==> src/rtl/ms_serial_deserializer_pkg.sv <==
// ms_deser_pkg: shared types and helpers for the serial deserializer.
//   deser_state_t : FSM state encoding (IDLE, SHIFT)
//   nbits()       : serial frame length for a given data width. When the
//                   PARITY_CHECK_EN macro is defined, one trailing
//                   even-parity bit is included.
package ms_deser_pkg;

    typedef enum logic {
        IDLE  = 1'b0,
        SHIFT = 1'b1
    } deser_state_t;

    function automatic int nbits(input int width);
`ifdef PARITY_CHECK_EN
        return width + 1;
`else
        return width;
`endif
    endfunction

endpackage

==> src/rtl/ms_serial_deserializer_bitcnt.sv <==
// ms_deser_bitcnt: counts received frame bits.
//   clk, rst : clock, synchronous active-high reset
//   clr      : synchronous clear (takes priority over inc)
//   inc      : count one bit
//   tc       : terminal count, high while count == NBITS-1
// On the terminal count, the counter wraps to 0. It never holds a value
// above NBITS-1.
module ms_deser_bitcnt #(
    parameter int NBITS = 8
) (
    input  logic clk,
    input  logic rst,
    input  logic clr,
    input  logic inc,
    output logic tc
);
    localparam int CW = $clog2(NBITS + 1);

    logic [CW-1:0] count;

    assign tc = (count == CW'(NBITS - 1));

    always_ff @(posedge clk) begin
        if (rst || clr)
            count <= '0;
        else if (inc)
            count <= tc ? '0 : count + 1'b1;
    end
endmodule

==> src/rtl/ms_serial_deserializer.sv <==
// ms_serial_deserializer: assembles a WIDTH-bit frame from a strobed serial
// bit stream. The assembled frame is presented on a valid/ready handshake.
//   clk, rst     : clock, synchronous active-high reset
//   din, din_en  : serial bit, and its qualifier
//   frame_start  : arms a new frame; aborts any frame in progress
//   dout         : assembled frame
//   dout_valid   : dout holds an unconsumed frame
//   dout_ready   : the consumer accepts dout
//   overrun      : 1-cycle pulse when a completed frame is dropped
//   busy         : the FSM is in SHIFT
//   parity_err   : even-parity failure of the delivered frame
//                  (present only when PARITY_CHECK_EN is defined)
// Macro PARITY_CHECK_EN appends one even-parity bit to each frame.
module ms_serial_deserializer
    import ms_deser_pkg::*;
#(
    parameter int WIDTH     = 8,
    parameter bit MSB_FIRST = 1'b1
) (
    input  logic             clk,
    input  logic             rst,
    input  logic             din,
    input  logic             din_en,
    input  logic             frame_start,
    output logic [WIDTH-1:0] dout,
    output logic             dout_valid,
    input  logic             dout_ready,
    output logic             overrun,
    output logic             busy
`ifdef PARITY_CHECK_EN
    ,
    output logic             parity_err
`endif
);
    localparam int NB = nbits(WIDTH);

    deser_state_t     state;
    logic [NB-2:0]    sr;       // previous NB-1 bits; the final bit comes straight from din
    logic [NB-2:0]    sr_next;
    logic [NB-1:0]    full;     // the complete frame, if this bit is the last one
    logic [WIDTH-1:0] data;
    logic             tc;
    logic             shift_en;

    // frame_start has priority: din_en in the same cycle is ignored.
    assign shift_en = (state == SHIFT) && din_en && !frame_start;

    generate
        if (MSB_FIRST) begin : g_msb
            assign full    = {sr, din};
            assign sr_next = full[NB-2:0];
            assign data    = full[NB-1 -: WIDTH];
        end else begin : g_lsb
            assign full    = {din, sr};
            assign sr_next = full[NB-1:1];
            assign data    = full[WIDTH-1:0];
        end
    endgenerate

    ms_deser_bitcnt #(.NBITS(NB)) u_bitcnt (
        .clk (clk),
        .rst (rst),
        .clr (frame_start),
        .inc (shift_en),
        .tc  (tc)
    );

    always_ff @(posedge clk) begin
        if (rst) begin
            state      <= IDLE;
            sr         <= '0;
            dout       <= '0;
            dout_valid <= 1'b0;
            overrun    <= 1'b0;
            busy       <= 1'b0;
`ifdef PARITY_CHECK_EN
            parity_err <= 1'b0;
`endif
        end else begin
            overrun <= 1'b0;
            if (dout_valid && dout_ready)
                dout_valid <= 1'b0;

            case (state)
                IDLE: begin
                    if (frame_start) begin
                        state <= SHIFT;
                        busy  <= 1'b1;
                    end
                end
                SHIFT: begin
                    if (shift_en) begin
                        sr <= sr_next;
                        if (tc) begin
                            state <= IDLE;
                            busy  <= 1'b0;
                            // A frame consumed in this cycle frees the output register.
                            if (!dout_valid || dout_ready) begin
                                dout       <= data;
                                dout_valid <= 1'b1;
`ifdef PARITY_CHECK_EN
                                parity_err <= ^full;
`endif
                            end else begin
                                overrun <= 1'b1;
                            end
                        end
                    end
                end
                default: state <= IDLE;
            endcase
        end
    end
endmodule

==> config.mk <==
export PLATFORM = sky130hd
export DESIGN_NAME = ms_serial_deserializer
export DESIGN_NICKNAME = d
export VERILOG_FILES = /design/src/rtl/ms_serial_deserializer_pkg.sv /design/src/rtl/ms_serial_deserializer_bitcnt.sv /design/src/rtl/ms_serial_deserializer.sv
export SDC_FILE = /design/constraint.sdc
export NUM_CORES = 1
export LEC_CHECK = 0
export CAP_MARGIN = 20
export CORE_MARGIN = 2
export CORE_UTILIZATION = 35
export CTS_CLUSTER_DIAMETER = 100
export DETAILED_ROUTE_END_ITERATION = 7
export RECOVER_POWER = 50
export SLEW_MARGIN = 20
export SYNTH_ARGS = -nofsm -noshare
export SYNTH_HDL_FRONTEND = slang
export SYNTH_HIERARCHICAL = 1
export SYNTH_SLANG_ARGS = --single-unit
==> constraint.sdc <==
create_clock -name clk -period 1.6 [get_ports clk]
set_input_delay 0.24 -clock clk [delete_from_list [all_inputs] [get_ports clk]]
set_output_delay 0.24 -clock clk [all_outputs]
set_load 0.02 [all_outputs]
==> summary.txt <==
Status
  • Status: complete, no violations

Synth
  • Yosys reg bits: 23
  • Top cell type's share of synthesized area: a little under half
  • Mux contribution to synthesized area: roughly 16%
  • Combinational family with the most area after synthesis: simple AND/OR/NAND/NOR gates
  • Top-count cell post-synth: dfxtp_1
  • Main flop type after synthesis: dfxtp_1
  • Cells after Synth: 94
  • Xor and xnor area share after synthesis: 2.69%
  • Post-synth net total: slightly above 100
  • Synth area leader: dfxtp_1
  • Post-Synth Adder-Cell Area: ~1.3%
  • Cell Area, Synth: approximately 1000 um2
  • Syn avg cell area: slightly above 10 um2
  • Largest cells by area after synthesis: dfxtp_1, mux2i_1, nand2b_1
  • Register area share after synthesis: a little under half
  • Number of enable flip-flop cells after synthesis: 0
  • Synth async-reset ratio: 0%
  • Simple-Gate Fraction of Synth Area: between 20% and 30%
  • Synth Area in Compound Gates: between 2 and 2.5%
  • Synth cell count leaders: dfxtp_1, nand2b_1, mux2i_1
  • Synth cell types: 22
  • Synth warnings: 6

Die
  • Core Region: around 0.0027 mm2
  • Row cnt: 19
  • Initial core utilization: between 30% and 40%
  • Die Span Y: 56.8 um
  • Die width: between 50 and 60 um
  • Die ar.: ~0.0032 mm2
  • I/O pin count: 17

Pwr
  • Worst vdd ir: just over 0.0003 V
  • Power Total: 0.902 mW
  • P per Cell Area: 742 mW/mm2
  • Leakage: between 0.4 and 0.5 nW

Worst setup path
  • WS Path Type: register to output port
  • Worst path max stage delay: roughly 0.60 ns
  • Crit end category: output port
  • Crit start category: register
  • CP max-delay cell: clkdlybuf4s50_1
  • Worst path bufs/invs: 1
  • Maximum fanout along the worst path: 2
  • Critical-path cell list: clkdlybuf4s50_1
  • Family with the most delay on the worst path: buffers and inverters
  • Data arrival time of the worst path: 1.26 ns
  • Data required, critical path: roughly 1.4 ns

Global routing
  • First-pass GRT wire length: ~2500 um
  • Total congestion overflow: 0
  • Pin count of the biggest net entering global routing: 24
  • Initial antenna violation count: 0
  • Gr usage total: between 9 and 10%
  • Vias in the first global route: 587

Cells and area
  • Number of fill cells: roughly 290
  • Final core occ: 44.9%
  • N_diodes: 0
  • Final Cell Area: ~0.0012 mm2
  • Area Growth Syn to Fin: 24.6%
  • Layout cells sized above 1: ~14%
  • Final net count: ~120

STA
  • Fmax: roughly 670 MHz
  • Clock period minus final worst setup slack: ~1.5 ns
  • Worst slew margin: a little over four fifths
  • Worst-case clock skew: approximately 0.013 ns
  • Final Cycle Share: between 90% and 100%
  • Tightest Pin Transition: roughly 0.23 ns
  • Hold Vio Cnt, Final: 0
  • Fin. max-slew vios: 0
  • # setup viols final: 0
  • RSZ-0062 raised after global routing: false

Route
  • Via density: 4.47
  • TritonRoute pass-1 iters: 4
  • Drt wl/cell: 9.92 um
  • Post-route DRC: 0
  • DRT iter0 DRCs: 11
  • Via Count: 653
  • ANT nets after route: 0
  • WL final: ~1400 um

CTS
  • Clock root buffer: clkbuf_4
  • Clk sink count: 23
  • Htree depth: 1
  • Clk slew on worst S/H paths: between 0.1 and 0.15 ns
  • Worst skew pair latency: approximately 0.3 ns
  • Maximum clock path buffer count: 2
  • CTS Buf Count: 3
  • TritonCTS clock tree: done

Min path
  • Hold Path Class: register to register

Job
  • Max-Cap Viols: 0

Placed design
  • Number of port buffers: 16
  • Detailed Place HPWL: around 1100 um
  • Last weighted congestion value of the routability-driven placer: around 0.64
  • Placed Area: approximately 0.0012 mm2
-- final cells by class --
type | count | area, um2 | share of cell area (%)
multi-input cells | 65 | 473 | 38.9
flip-flops and latches | 23 | 462 | 38.0
repair buffers | 21 | 208 | 17.1
well taps | 31 | 38.8 | 3.19
clock buffers | 3 | 22.5 | 1.85
inverters | 2 | 7.51 | 0.617
clock inverters | 1 | 5.00 | 0.412
-- registers in the layout (all words and copies together) (netlist names) --
signal          cells
dout                8
sr                  7
u_bitcnt/count      4
busy                1
dout_valid          1
overrun             1
state               1
-- report_power, final --
part,switching [mW],internal [mW],leakage [nW]
Clock,0.165,0.0930,0.0177
Combinational,0.0264,0.0349,0.289
Sequential,0.00476,0.578,0.186
Total,0.197,0.706,0.493
-- logic make-up (layout without fill, tap and decap cells) --
logic type / Yosys count / in the layout
simple gates: 41 / 41
flops: 23 / 23
xor+xnor: 3 / 3
mux: 16 / 16
buf+inv: 6 / 27
compound gates: 4 / 4
fa+ha+maj: 1 / 1
-- stage by stage --
stage / hold WS (ns) / std cells / setup TNS (ns) / setup slack, ns
4_1_cts: 0.484 / 146 / 0 / 0.0470
6_report: 0.477 / 146 / 0 / 0.0983
3_3_place_gp: 0.457 / 142 / 0 / 0.0833
3_5_place_dp: 0.467 / 142 / -0.0169 / -0.0113
2_1_floorplan: 0.309 / 94 / 0 / 0.217
5_1_grt: 0.496 / 146 / 0 / 0.0219
-- metal layers --
| metal | GRT usage [%] | part of all wire [%] | up-vias |
|---|---|---|---|
| li1 | - | - | 352 |
| met1 | 13.0 | 51 | 290 |
| met2 | 15.1 | 43 | 9 |
| met3 | 2.76 | 3.8 | 2 |
| met4 | 3.99 | 1.3 | 0 |
| met5 | 0 | 0 | - |
-- repair_timing --
item | 4_1_cts | 5_1_grt
setup buffers | 0 | 0
gates resized for setup | 0 | 2
hold buffers | 0 | 0
endpoints found under the hold margin | 0 | 0
endpoints found under the setup margin | 0 | 8
-- placed cells by master (no fill, tap or decap), types with 2 or more instances in the layout --
| master | Yosys | final |
|---|---|---|
| buf_4 | 1 | 3 |
| xor2_1 | 2 | 2 |
| clkdlybuf4s50_1 | 0 | 15 |
| clkbuf_4 | 0 | 3 |
| mux2i_1 | 16 | 16 |
| inv_1 | 2 | 2 |
| nor3_1 | 2 | 2 |
| dfxtp_1 | 23 | 22 |
| a21oi_1 | 2 | 2 |
| nand2b_1 | 17 | 17 |
| nor2_1 | 13 | 12 |
| o21ai_0 | 2 | 2 |
| nand2_1 | 2 | 2 |
-- worst paths after layout --
check | to | cells past startpoint | slack [ns] | start
worst max-delay path | dout[5] | 1 | 0.1 | dout[5]
worst min-delay path | dout[0] | 2 | 0.48 | dout[0]
worst max register to register | dout[1] | 7 | 0.15 | u_bitcnt/count[1]
worst min register to register | dout[0] | 2 | 0.48 | dout[0]
No activity file was read; power rests on OpenSTA's default activity.
